### src/rtl/vga_demo_pkg.sv
// Shared definitions for the VGA demo pixel path.
// Holds default bus widths, the frame tick line, pattern mode encodings
// and the packed animation-control payload latched once per frame.
package vga_demo_pkg;

    localparam int unsigned H_BITS      = 10;
    localparam int unsigned V_BITS      = 10;
    localparam int unsigned FRAME_BITS  = 8;
    localparam int unsigned V_TICK_LINE = 480;

    typedef enum logic [1:0] {
        MODE_PLAID    = 2'd0,
        MODE_CHECKER  = 2'd1,
        MODE_BARS     = 2'd2,
        MODE_GRADIENT = 2'd3
    } mode_e;

    // Animation controls as captured on the frame tick
    typedef struct packed {
        mode_e      mode;
        logic [2:0] speed;
        logic       dir;
        logic       pause;
    } ctrl_t;

endpackage

### src/rtl/vga_pattern_lut.sv
// Combinational 2:2:2 colour generator.
// Ports: mx (scrolled x), vpos (beam y), mode (pattern select),
//        frame_count (frame counter) -> r_c/g_c/b_c colour channels.
module vga_pattern_lut
    import vga_demo_pkg::*;
#(
    parameter int unsigned H_BITS     = vga_demo_pkg::H_BITS,
    parameter int unsigned V_BITS     = vga_demo_pkg::V_BITS,
    parameter int unsigned FRAME_BITS = vga_demo_pkg::FRAME_BITS
) (
    input  logic [H_BITS-1:0]     mx,
    input  logic [V_BITS-1:0]     vpos,
    input  mode_e                 mode,
    input  logic [FRAME_BITS-1:0] frame_count,
    output logic [1:0]            r_c,
    output logic [1:0]            g_c,
    output logic [1:0]            b_c
);

    logic checker_c;
    logic unused_bits_c;

    assign checker_c = mx[5] ^ vpos[5];

    // Bits that no pattern looks at
    assign unused_bits_c = ^{mx[H_BITS-1:9], mx[4:0], vpos[V_BITS-1:9],
                             vpos[6], vpos[4:3], vpos[1:0], frame_count[5:0]};

    // Pattern select
    always_comb begin
        r_c = 2'b00;
        g_c = 2'b00;
        b_c = 2'b00;
        unique case (mode)
            MODE_PLAID: begin
                r_c = {mx[5], vpos[2]};
                g_c = {mx[6], vpos[2]};
                b_c = {mx[7], vpos[5]};
            end
            MODE_CHECKER: begin
                r_c = {checker_c, checker_c};
                g_c = {checker_c, checker_c};
                b_c = {checker_c, checker_c};
            end
            MODE_BARS: begin
                r_c = mx[8:7];
                g_c = mx[7:6];
                b_c = mx[6:5];
            end
            MODE_GRADIENT: begin
                r_c = vpos[8:7];
                g_c = mx[8:7];
                b_c = frame_count[7:6];
            end
            default: begin
                r_c = 2'b00;
                g_c = 2'b00;
                b_c = 2'b00;
            end
        endcase
    end

endmodule

### src/rtl/vga_scroll_pattern.sv
// Scrolling pattern colour stage between VGA timing and the PMOD pins.
// Inputs: clk, rst_n, hpos/vpos/display_on/hsync_in/vsync_in from the timing
//         generator, mode/speed/dir/pause animation controls.
// Outputs: registered r/g/b_out, hsync_out/vsync_out/de_out (1 clk delay),
//          frame_count and scroll_offset.
// Controls are sampled only on the frame tick so a frame never tears.
module vga_scroll_pattern
    import vga_demo_pkg::*;
#(
    parameter int unsigned H_BITS      = vga_demo_pkg::H_BITS,
    parameter int unsigned V_BITS      = vga_demo_pkg::V_BITS,
    parameter int unsigned FRAME_BITS  = vga_demo_pkg::FRAME_BITS,
    parameter int unsigned V_TICK_LINE = vga_demo_pkg::V_TICK_LINE,
    parameter logic        SYNC_RESET  = 1'b1
) (
    input  logic                  clk,
    input  logic                  rst_n,
    input  logic [H_BITS-1:0]     hpos,
    input  logic [V_BITS-1:0]     vpos,
    input  logic                  display_on,
    input  logic                  hsync_in,
    input  logic                  vsync_in,
    input  logic [1:0]            mode,
    input  logic [2:0]            speed,
    input  logic                  dir,
    input  logic                  pause,
    output logic [1:0]            r_out,
    output logic [1:0]            g_out,
    output logic [1:0]            b_out,
    output logic                  hsync_out,
    output logic                  vsync_out,
    output logic                  de_out,
    output logic [FRAME_BITS-1:0] frame_count,
    output logic [H_BITS-1:0]     scroll_offset
);

    ctrl_t             ctrl_q;
    logic [H_BITS-1:0] offset_q;
    logic              tick_c;
    logic [H_BITS-1:0] mx_c;
    logic [1:0]        r_c;
    logic [1:0]        g_c;
    logic [1:0]        b_c;
    logic              unused_ctrl_c;

    // One-cycle frame tick at the start of the first blanking line
    assign tick_c = (hpos == '0) && (vpos == V_BITS'(V_TICK_LINE));

    // Scrolled x uses the offset held this cycle (pre-update on the tick)
    assign mx_c = hpos + offset_q;

    // Only the mode drives the pattern; the rest are kept for visibility
    assign unused_ctrl_c = ^{ctrl_q.speed, ctrl_q.dir, ctrl_q.pause};

    assign scroll_offset = offset_q;

    vga_pattern_lut #(
        .H_BITS     (H_BITS),
        .V_BITS     (V_BITS),
        .FRAME_BITS (FRAME_BITS)
    ) u_lut (
        .mx          (mx_c),
        .vpos        (vpos),
        .mode        (ctrl_q.mode),
        .frame_count (frame_count),
        .r_c         (r_c),
        .g_c         (g_c),
        .b_c         (b_c)
    );

    // Per-frame state: control latch, scroll offset, frame counter
    always_ff @(posedge clk or negedge rst_n) begin
        if (!rst_n) begin
            ctrl_q      <= '0;
            offset_q    <= '0;
            frame_count <= '0;
        end else if (tick_c) begin
            ctrl_q      <= '{mode: mode_e'(mode), speed: speed, dir: dir, pause: pause};
            frame_count <= frame_count + FRAME_BITS'(1);
            if (!pause) begin
                if (dir) offset_q <= offset_q - H_BITS'(speed);
                else     offset_q <= offset_q + H_BITS'(speed);
            end
        end
    end

    // Output stage keeps colour and syncs aligned at the pins
    always_ff @(posedge clk or negedge rst_n) begin
        if (!rst_n) begin
            r_out     <= 2'b00;
            g_out     <= 2'b00;
            b_out     <= 2'b00;
            hsync_out <= SYNC_RESET;
            vsync_out <= SYNC_RESET;
            de_out    <= 1'b0;
        end else begin
            r_out     <= display_on ? r_c : 2'b00;
            g_out     <= display_on ? g_c : 2'b00;
            b_out     <= display_on ? b_c : 2'b00;
            hsync_out <= hsync_in;
            vsync_out <= vsync_in;
            de_out    <= display_on;
        end
    end

endmodule
### config.mk
export PLATFORM = sky130hd
export DESIGN_NAME = vga_scroll_pattern
export DESIGN_NICKNAME = d
export VERILOG_FILES = /design/src/rtl/vga_demo_pkg.sv /design/src/rtl/vga_pattern_lut.sv /design/src/rtl/vga_scroll_pattern.sv
export SDC_FILE = /design/constraint.sdc
export NUM_CORES = 1
export LEC_CHECK = 0
export BUFFER_PORTS_ARGS = -buffer_cell sky130_fd_sc_hd__buf_2
export CAP_MARGIN = 20
export CELL_PAD_IN_SITES_DETAIL_PLACEMENT = 0
export CELL_PAD_IN_SITES_GLOBAL_PLACEMENT = 1
export CORE_MARGIN = 2
export CORE_UTILIZATION = 40
export CTS_CLUSTER_DIAMETER = 150
export DETAILED_ROUTE_END_ITERATION = 12
export PLACE_DENSITY_LB_ADDON = 0.1
export SLEW_MARGIN = 5
export SYNTH_ARGS = -nofsm -noshare
export SYNTH_HDL_FRONTEND = slang
export SYNTH_SLANG_ARGS = --single-unit
### constraint.sdc
create_clock -name clk -period 3.5 [get_ports clk]
set_input_delay 0.525 -clock clk [delete_from_list [all_inputs] [get_ports clk]]
set_output_delay 0.525 -clock clk [all_outputs]
set_load 0.1 [all_outputs]
# Word level (Yosys, flattened, before mapping)
# Index checks and enable logic that the tools add are counted.
[op_classes]
muxes = 7
add_sub_neg = 4
reduce_logical = 4
bitwise = 2
n_eq_ne = 4
[ops]
columns = ["cell", "count"]
rows = [
  ["$pmux 2 s4", 3],
  ["$add 10x3->10", 1],
  ["$eq 10x9->1 const B", 1],
  ["$logic_not 10->1", 1],
  ["$mux 10", 1],
  ["$sub 10x3->10", 1],
  ["$add 9x9->9", 1],
  ["$add 8x1->8 const B", 1],
  ["$mux 2", 3],
  ["$eq 2x2->1 const B", 2],
  ["$eq 2x1->1 const B", 1],
  ["$logic_not 2->1", 1],
  ["$reduce_and 2->1", 1],
  ["$logic_and 1x1->1", 1],
  ["$not 1->1", 1],
  ["$xor 1x1->1", 1],
]
[totals]
output_inout_bits = 27
wordCells = 30
input_bits = 32
ff_bits = 29

# Longest topological paths before layout
# Gate-level depths: netlist (run 1).
[logic_depth]
depth_word = 4
depth_mapped = 12
ltp_nobuf = 12

# Hierarchy
# From an unflattened synthesis (run 1), not the netlist that was laid out.
[hier_totals]
cells_unflattened = 206
hier_area_um2 = 2112.0
[modules_own_cells]
columns = ["module", "cells_per_inst", "area_per_inst_um2", "seq_area_each_um2", "n_inst"]
rows = [
  ["vga_scroll_pattern", 185, 1908.1, 728.2, 1],
  ["vga_pattern_lut", 21, 203.9, 0.0, 1],
]

# Least setup slack after synthesis (run 1)
# No wires, ideal clock.
[synth_path]
path_type = "reg2reg"
start = "register offset_q[4] (netlist: scroll_offset[4])"
end = "register b_out[1]"
n_path_buf = 0
synth_period_minus_slack_ns = 3.004
t_arrival_ns = 2.878
setup_slack_ns = 0.496
stages_incl_launch_ff = 8
setup_ns = 0.126
required_ns = 3.374
path_cell_list = "dfrtp_1 > ha_1 > and3b_1 > a2111o_1 > a311oi_2 > xor2_1 > nor2_1 > o311a_1"
[synth_between]
elab_chain_cells = 4
[synth_rtl]
columns = ["element", "line_no", "rtl"]
rows = [
  ["from (decl)", "vga_scroll_pattern.sv:38", "logic [H_BITS-1:0] offset_q;"],
  ["from (signal assigned)", "vga_scroll_pattern.sv:81", "if (dir) offset_q <= offset_q - H_BITS'(speed);"],
  ["from (signal assigned)", "vga_scroll_pattern.sv:82", "else offset_q <= offset_q + H_BITS'(speed);"],
  ["$add 9x9->9 *", "vga_scroll_pattern.sv:50", "assign mx_c = hpos + offset_q;"],
  ["$xor 1x1->1", "vga_pattern_lut.sv:23", "assign checker_c = mx[5] ^ vpos[5];"],
  ["$pmux 2 s4 *", "vga_pattern_lut.sv:34", "unique case (mode)"],
  ["$mux 2 *", "vga_scroll_pattern.sv:99", "b_out <= display_on ? b_c : 2'b00;"],
  ["to (signal assigned)", "vga_scroll_pattern.sv:99", ""],
  ["to (decl)", "vga_scroll_pattern.sv:29", "output logic [1:0] b_out,"],
]
# Every way passes the cells marked *; elsewhere a longest branch is shown, timed or not.
# A chain may end at the register's enable or synchronous reset.

# Worst setup path in the final report (run 1)
[layout_path]
start = "register offset_q[5] (netlist: scroll_offset[5])"
end = "register b_out[1]"
# The elaborated chain is that of the path after synthesis.

==> results, run 1 <==
- Of the post-synthesis cell area, the dominant cell type holds 0.3518.
- The worst setup path is captured at a flip-flop.
- The half-perimeter wire length after placement is about 3400 um.
- The sum of negative setup slack is 0 ns.
- In this run the worst setup path terminates at b_out[1].
- The kind of start point of the critical path is a flip-flop.
- The number of failing hold endpoints at the final stage is 0.
- The critical path goes through ha_1 -> and3b_1 -> a2111o_1 -> a311oi_2 -> xor2_1 -> nor2_1 -> o311a_1.
- The path class of the lowest-slack min-delay path is primary input to async pin.
- OpenSTA, run right after detailed placement, puts the worst setup slack at about 0.6 ns.
- Of the total power, the share spent switching nets is 0.2899.
- At the worst endpoint, the arrival time is roughly 2.8 ns.
- The startpoint of the most critical register-to-register path is scroll_offset[5].
- The total overflow left after global routing is 0.
- Once detail routing completed, the nets flagged for antenna violations numbered 0.
- The average footprint of a synthesized cell is about 9.7 um^2.
- The clock network fraction of total power is 0.364.
- Yosys printed 0 warnings.
- The peak supply drop is 0.1175 mV.
- The slack of the worst reg-to-reg path is between 0.8 and 0.9 ns.
- The most used flip-flop cell after synthesis is sky130_fd_sc_hd__dfrtp_1.
- The worst clock skew on the final layout is roughly 0.0066 ns.
- The number of enable-type register cells in the synthesized netlist is 0.
- The async set or reset register ratio after synthesis is 1.000.
- The share of total power dissipated in combinational logic is 0.171.
- For the worst flop-to-flop path, the logic depth is 7.
- During placement, the flow inserted port buffers numbering just under 60.
- Of the cells placed in the final design, the portion with a size suffix greater than 1 is 0.2759.
- The congestion estimate from routability-driven global placement came to 0.7505.
- The clock period minus final worst setup slack is ~2.6 ns.
- The slowest stage of the critical path belongs to the cell sky130_fd_sc_hd__dfrtp_1.
- Across every metal layer, demand over resource in global routing totals 0.1649.
- The layout net count is roughly 310.
- The maximum fanout along the worst path is 7.
- The initial utilization of the core area, before any placement, comes to 0.4121.
- On the worst path, the slowest cell contributes a delay of roughly 0.42 ns.
- The flow ran to the end, and the final reports show no timing, DRC or antenna violations.
- Setup repair after global routing left no endpoint under its margin.
- The H-tree was split into 2 levels.
- The total internal power is about 0.52 mW.
- The initial antenna violation count was 0.
- The full die area is between 0.005 and 0.006 mm^2.
- The DRC marker count from the first detailed-route iteration is 57.
- Relative to the synthesized area, the layout overhead comes to 22.35%.
- Summed over all instances, the cell type with the most area after synthesis is sky130_fd_sc_hd__dfrtp_1.
- The leakage power summed over all cells is between 1 and 1.5 nW.
- The sequential share of the synthesized area is 0.3792.
- The final number of max-transition violations is 0.
- The first-pass iteration count of the detailed router is 4.
- The clock-pin slew reported for the worst setup and hold paths after clock tree synthesis is around 0.07 ns.
- The number of resized instances in the post-cts repair step is 0.
- The fmax is ~380 MHz.
- The number of nets handed over by synthesis was between 200 and 300.
- The count of inserted antenna diode cells is 0.
- The number of buffers inserted to repair setup after CTS is 0.
- Summing every instance area after synthesis gives roughly 0.0019 mm^2.
- The cell sitting at the root of the clock tree is a sky130_fd_sc_hd__clkbuf_8.
- For the worst-skew pair, the clock arrives at the later sink with an insertion delay of 0.28 ns.
- After floorplanning, the core was sized to cover 0.004661 mm^2.
- The floorplan step set the die height to about 73 um.
- Dividing total power by cell area gives a power density of ~310 mW/mm^2.
- The unique cell type count in the Yosys netlist is 48.
- Entering global routing, the biggest net connects 30 pins.
- In the post-synthesis netlist, the biggest area contributors are sky130_fd_sc_hd__dfrtp_1 35%, sky130_fd_sc_hd__ha_1 12%, sky130_fd_sc_hd__xnor2_1 5.9%.
- For this run, design rule violations remaining after detail routing come to 0.
- TritonCTS built the clock tree.
- The number of rows created at floorplan is 25.
- The transition at the pin with the smallest max-transition slack is roughly 0.63 ns.
- The share of power burned in registers is 0.464.
- The number of instances in the synthesized netlist is approximately 200.
- Fill cells in the final layout number around 460.
- The worst setup slack after layout is 0.8676 ns.
- In this run, post-CTS hold repair placed 0 buffers.
- The max-slew headroom at the worst pin is 0.5829.
- The TritonCTS sink count is 29.
- The post-synthesis register bit count is 29.
- In this run the critical register-to-register path is captured at b_out[1].
- For this block, the routed nets add up to approximately 4200 um of wire.
- No sink is reached through more buffers than the 2 on the longest clock path.
- From left edge to right edge, the die measures approximately 73 um.
- Setup violations remaining at the end of the flow were counted as 0.
- STA puts the critical path data required time at 3.66 ns.
- Summed over all nets, the switching power comes to about 0.21 mW.
- The first global-routing pass estimated between 6000 and 7000 um of wire.
- The critical path is of the flip-flop to flip-flop type.
- During I/O placement, the number of pins put on the boundary was 59.
- The number of global-route vias before repair is 1546.
- The launching element of the worst setup path is scroll_offset[5].
- The final period utilization is 0.7521.
- The number of clock buffers added by TritonCTS is 5.
- The routed via count is roughly 1.6k.
- The via density per instance is ~5.1.
- The tool flagged a number of max-cap violations equal to 0.
- The routed wirelength normalized by instance count is between 10 and 15 um.
[power groups by stage]
stage	Sequential [mW]	Combinational (mW)	Clock, mW
floorplan	0.379	0.0525	0
global placement	0.347	0.128	0
detailed placement	0.347	0.128	0
CTS	0.341	0.128	0.280
global route	0.341	0.140	0.290
finish	0.341	0.126	0.268
[cells in the final DEF, fill, tap and decap left out, types with 2 or more instances in the layout]
master,synthesis,layout
sky130_fd_sc_hd__clkinv_2,0,2
sky130_fd_sc_hd__o21ai_1,12,12
sky130_fd_sc_hd__nor2b_1,2,2
sky130_fd_sc_hd__dfrtp_1,27,27
sky130_fd_sc_hd__nand2b_1,2,2
sky130_fd_sc_hd__nor4b_1,4,4
sky130_fd_sc_hd__o211ai_1,2,2
sky130_fd_sc_hd__xor2_1,10,10
sky130_fd_sc_hd__dfstp_2,2,2
sky130_fd_sc_hd__clkbuf_8,0,5
sky130_fd_sc_hd__nor3_1,3,3
sky130_fd_sc_hd__nand3_1,4,4
sky130_fd_sc_hd__inv_1,8,8
sky130_fd_sc_hd__mux2_1,2,2
sky130_fd_sc_hd__a21oi_1,8,8
sky130_fd_sc_hd__ha_1,19,19
sky130_fd_sc_hd__o21a_1,3,3
sky130_fd_sc_hd__nand2_1,24,24
sky130_fd_sc_hd__mux2i_1,2,2
sky130_fd_sc_hd__xnor2_1,13,13
sky130_fd_sc_hd__buf_2,0,58
sky130_fd_sc_hd__a21o_1,3,3
sky130_fd_sc_hd__nor2_1,14,14
sky130_fd_sc_hd__o21ai_0,3,3
sky130_fd_sc_hd__o41ai_1,2,2
sky130_fd_sc_hd__a21boi_0,2,2
[how the worst min path moves through the flow]
| stage | to | slack [ns] |
|---|---|---|
| after floorplan | b_out[0] | 0.23 |
| after global placement | frame_count[7] | 0.48 |
| after detailed placement | frame_count[7] | 0.49 |
| after CTS | frame_count[4] | 0.27 |
| after global routing | frame_count[4] | 0.31 |
| final | frame_count[5] | 0.25 |
[worst max-delay path: cells and delay by family, from the launching register on]
kind,cells,cell delay (ns)
DFF,1,0.42
adders and majority gates,1,0.41
xor gates and xnor gates,1,0.27
and+or+nand+nor,2,0.27
AOI/OAI and AO/OA,3,1.14
[routing by layer]
metal | routed length [um] | track usage | up-vias
li1 | - | - | 834
met1 | 1868 | 0.2028 | 744
met2 | 2107 | 0.2893 | 32
met3 | 144 | 0.03429 | 5
met4 | 53 | 0.05051 | 0
met5 | 0 | 0 | -
[state kept, by name, indices dropped and copies added (netlist names)]
signal / flops
hsync_out: 1
g_out: 2
vsync_out: 1
b_out: 2
scroll_offset: 10
r_out: 2
ctrl_q: 2
de_out: 1
frame_count: 8
[Yosys cell counts, drive strengths merged, types with 2 or more instances]
master,count
a21boi,2
a21o,3
a21oi,8
clkbuf,4
dfrtp,27
dfstp,2
ha,19
inv,8
mux2,2
mux2i,2
nand2,24
nand2b,2
nand3,4
nor2,14
nor2b,2
nor3,3
nor4b,5
o211ai,2
o21a,3
o21ai,15
o41ai,2
xnor2,13
xor2,10
[final cells by class]
type / instances / area [um^2] / area share
inverters: 9 / 33.78 / 0.01438
clock buffers: 5 / 68.82 / 0.02929
repair buffers: 58 / 290.3 / 0.1235
flip-flops and latches: 29 / 728.2 / 0.3099
clock inverters: 3 / 17.52 / 0.007455
well taps: 54 / 67.56 / 0.02875
multi-input cells: 157 / 1144 / 0.4867
[metrics by stage]
stage                     power (mW)  cells  instance area [um^2]  utilization  hold WS [ns]
after detailed placement      0.4748    307                  2263       0.4856        0.4871
after CTS                     0.7491    315                  2350       0.5042        0.2710
after global routing          0.7713    315                  2350       0.5042        0.3090
after global placement        0.4748    307                  2263       0.4856        0.4809
final                         0.7344    315                  2350       0.5042        0.2521
after floorplan               0.4313    199                  1921            -        0.2294
[logic make-up after synthesis]
kind of cell    count (synthesis)  synth area share
compound gates                 49            0.1765
mux                             4           0.02215
fa+ha+maj                      20            0.1342
simple gates                   61            0.1577
flops                          29            0.3792
xor+xnor                       23            0.1049
buf+inv                        13           0.02540
(Power assumes the default switching activity.)
==> run 2: changes to the inputs <==
--- a/config.mk
+++ b/config.mk
@@ -10,7 +10,7 @@
 export CELL_PAD_IN_SITES_DETAIL_PLACEMENT = 0
 export CELL_PAD_IN_SITES_GLOBAL_PLACEMENT = 1
 export CORE_MARGIN = 2
-export CORE_UTILIZATION = 40
+export CORE_UTILIZATION = 35
 export CTS_CLUSTER_DIAMETER = 150
 export DETAILED_ROUTE_END_ITERATION = 12
 export PLACE_DENSITY_LB_ADDON = 0.1
==> constraint.sdc (replaced) <==
create_clock -name clk -period 2.2 [get_ports clk]
set_input_delay 0.33 -clock clk [delete_from_list [all_inputs] [get_ports clk]]
set_output_delay 0.33 -clock clk [all_outputs]
set_load 0.1 [all_outputs]
==> results, run 2 (same netlist as run 1, synthesis figures left out) <==
- The flow ran to the end, but the final reports show violations.
- The checks that failed: setup timing.
- The total of max-cap violations is 0.
- The hold slack is between 0.08 and 0.09 ns.
- Clock latency on the worst-skew pair, taken at its later pin, is 0.29 ns.
- The final routed DRC violation total is 0.
- The data required time of the critical path is roughly 2.4 ns.
- Hold repair after CTS inserted 0 buffers.
- The y dimension of the die is about 78 um.
- The CTS H-tree depth is 2.
- The first-pass GRT wire length is 8418 um.
- During I/O placement, the number of pins put on the boundary was 59.
- The clock tree from TritonCTS is built.
- Setup violations remaining at the end of the flow were counted as 8.
- The final number of max-transition violations was 0.
- The total area inside the core boundary comes to 0.005205 mm^2.
- The fmax is roughly 430 MHz.
- The number of global-route vias before repair is between 1.5k and 2k.
- Counting the buffers created by CTS gives 5.
- The tree built by TritonCTS fans out to 29 sinks.
- The share of layout cells above drive strength 1 is 0.4746.
- Along the worst path, the maximum fanout reaches 6.
- The routed layout has 1817 vias.
- The worst clock skew on the final layout is about 0.0063 ns.
- The worst setup path is launched from a flip-flop.
- The maximum number of pins on one net before global-route repair is 30.
- The data arrival time of the worst path is around 2.5 ns.
- The remaining global-route overflow is 0.
- The cell area after layout is roughly 0.0029 mm^2.
- The critical path is of the flip-flop to flip-flop type.
- The post-detailed-placement cell area is between 0.002 and 0.003 mm^2.
- The final weighted congestion in routability-driven placement is ~0.85.
- The worst path in the final design needs a cycle of ~2.3 ns, including I/O delays and setup.
- The flip-flop count of the largest register, all copies and words added is 10.
- The half-perimeter wire length after placement is 3980 um.
- The final layout contains approximately 350 nets.
- The transition at the pin with the smallest max-transition slack is 0.6905 ns.
- The number of failing hold endpoints at the final stage is 0.
- The completed layout was analyzed and its total power is roughly 1.4 mW.
- Headroom to the max-slew limit came out at 0.5396.
- The number of buffers on the longest clock path is 2.
- The setup slack at placement is -0.3684 ns.
- The power density over the cells is slightly below 500 mW/mm^2.
- In this run the horizontal extent of the chip is roughly 80 um.
- The initial antenna violation count was 0.
- The leakage power summed over all cells is 1.442 nW.
- In the layout the commonest cells are 56 x sky130_fd_sc_hd__buf_2, 31 x sky130_fd_sc_hd__buf_4, 24 x sky130_fd_sc_hd__nand2_1, 18 x sky130_fd_sc_hd__dfrtp_1.
- IR analysis of the VDD net gives a maximum drop of ~0.30 mV.
- The worst setup slack after layout is -0.1232 ns.
- Input and output buffers added on the ports amount to between 50 and 60.
- The path class of the lowest-slack min-delay path is primary input to async pin.
- The library cell used most frequently in the layout, excluding fill and tap cells, is sky130_fd_sc_hd__buf_2.
- The final period utilization is 1.056.
- After clock tree synthesis, the clock-pin slew on the worst setup and hold paths is roughly 0.07 ns.
- The count of nets left with antenna violations once routing finished came out at 0.
- Dividing the detail-routed via count by the number of cells gives 4.978.
- For this configuration, the core starts out at a cell density of 0.3690.
- The tree is rooted in a sky130_fd_sc_hd__clkbuf_8.
- The floorplan has 26 rows.
- Setup repair after global routing could not meet its margin everywhere.
- The full die area is roughly 0.0061 mm^2.
- Relative to the synthesized area, the layout overhead comes to 50.36%.
- The count of inserted antenna diode cells is 0.
- After detailed routing, the average wire length per cell comes to between 10 and 15 um.
- The first-pass iteration count of the detailed router is 6.
- The overall fraction of global-route tracks in use is 0.1752.
- The kind of end point of the critical path is a flip-flop.
- The DRC marker count from the first detailed-route iteration is 38.
- After detailed routing, the total wire length is ~5100 um.
run 2: changes by cell type in the layout (fill, tap and decap cells not counted), sizes merged:
cell,previous run,this run
buf,58,92
bufinv,0,1
clkbuf,5,6
clkinv,3,1
run 2: worst paths after layout:
path,from,end,slack [ns],cells after the start
worst min-delay path,rst_n,g_out[1],0.08,1
worst max-delay path,scroll_offset[5],b_out[1],-0.12,7
worst max register to register,scroll_offset[5],b_out[1],-0.12,7
worst min register to register,scroll_offset[9],scroll_offset[9],0.49,1
max in group asynchronous,rst_n,scroll_offset[0],1.60,1
min in group clk,hsync_in,hsync_out,0.14,1
run 2: per-stage QoR:
stage          TNS, ns    util  instances
4_1_cts        -0.4397  0.5276        364
5_1_grt         -1.419  0.5548        365
3_3_place_gp    -1.485  0.5034        356
6_report       -0.6334  0.5548        365
3_5_place_dp    -1.723  0.5034        356
2_1_floorplan   -1.377       -        199
run 2: worst max-delay path, stage by stage, from the launching register on:
cell and delay [ns]:
sky130_fd_sc_hd__dfrtp_4 0.49, sky130_fd_sc_hd__ha_4 0.24, sky130_fd_sc_hd__nor3b_1 0.14, sky130_fd_sc_hd__a2111o_1 0.39, sky130_fd_sc_hd__a311oi_2 0.33, sky130_fd_sc_hd__xor2_1 0.27
sky130_fd_sc_hd__nor2_1 0.06, sky130_fd_sc_hd__o311a_1 0.29
run 2: power by group:
part           switching [mW]  internal, mW
logic                   0.154         0.116
clock network           0.222         0.368
registers             0.00143         0.541
run 2: final cells by class:
cell class | count | area (um^2)
Fill cell | 484 | 2317
Multi-Input combinational cell | 157 | 1316
Sequential cell | 29 | 752.0
Timing Repair Buffer | 92 | 573.1
Tap cell | 70 | 87.58
Clock buffer | 6 | 82.58
Inverter | 9 | 38.79
Clock inverter | 2 | 37.54
run 2: timing repair:
action | in CTS | in global routing
cloned | 0 | 0
resized for setup | 2 | 30
buffers inserted | 0 | 1
setup endpoints to repair | 9 | 10
pin swaps | 7 | 16
run 2: metal layers:
metal  GRT usage  vias to the layer above  wire length (um)
met1      0.2401                      861              2421
met5           0                        -                 0
li1            -                      906                 -
met4     0.05789                        0                68
met2      0.2776                       44              2364
met3     0.03563                        6               251
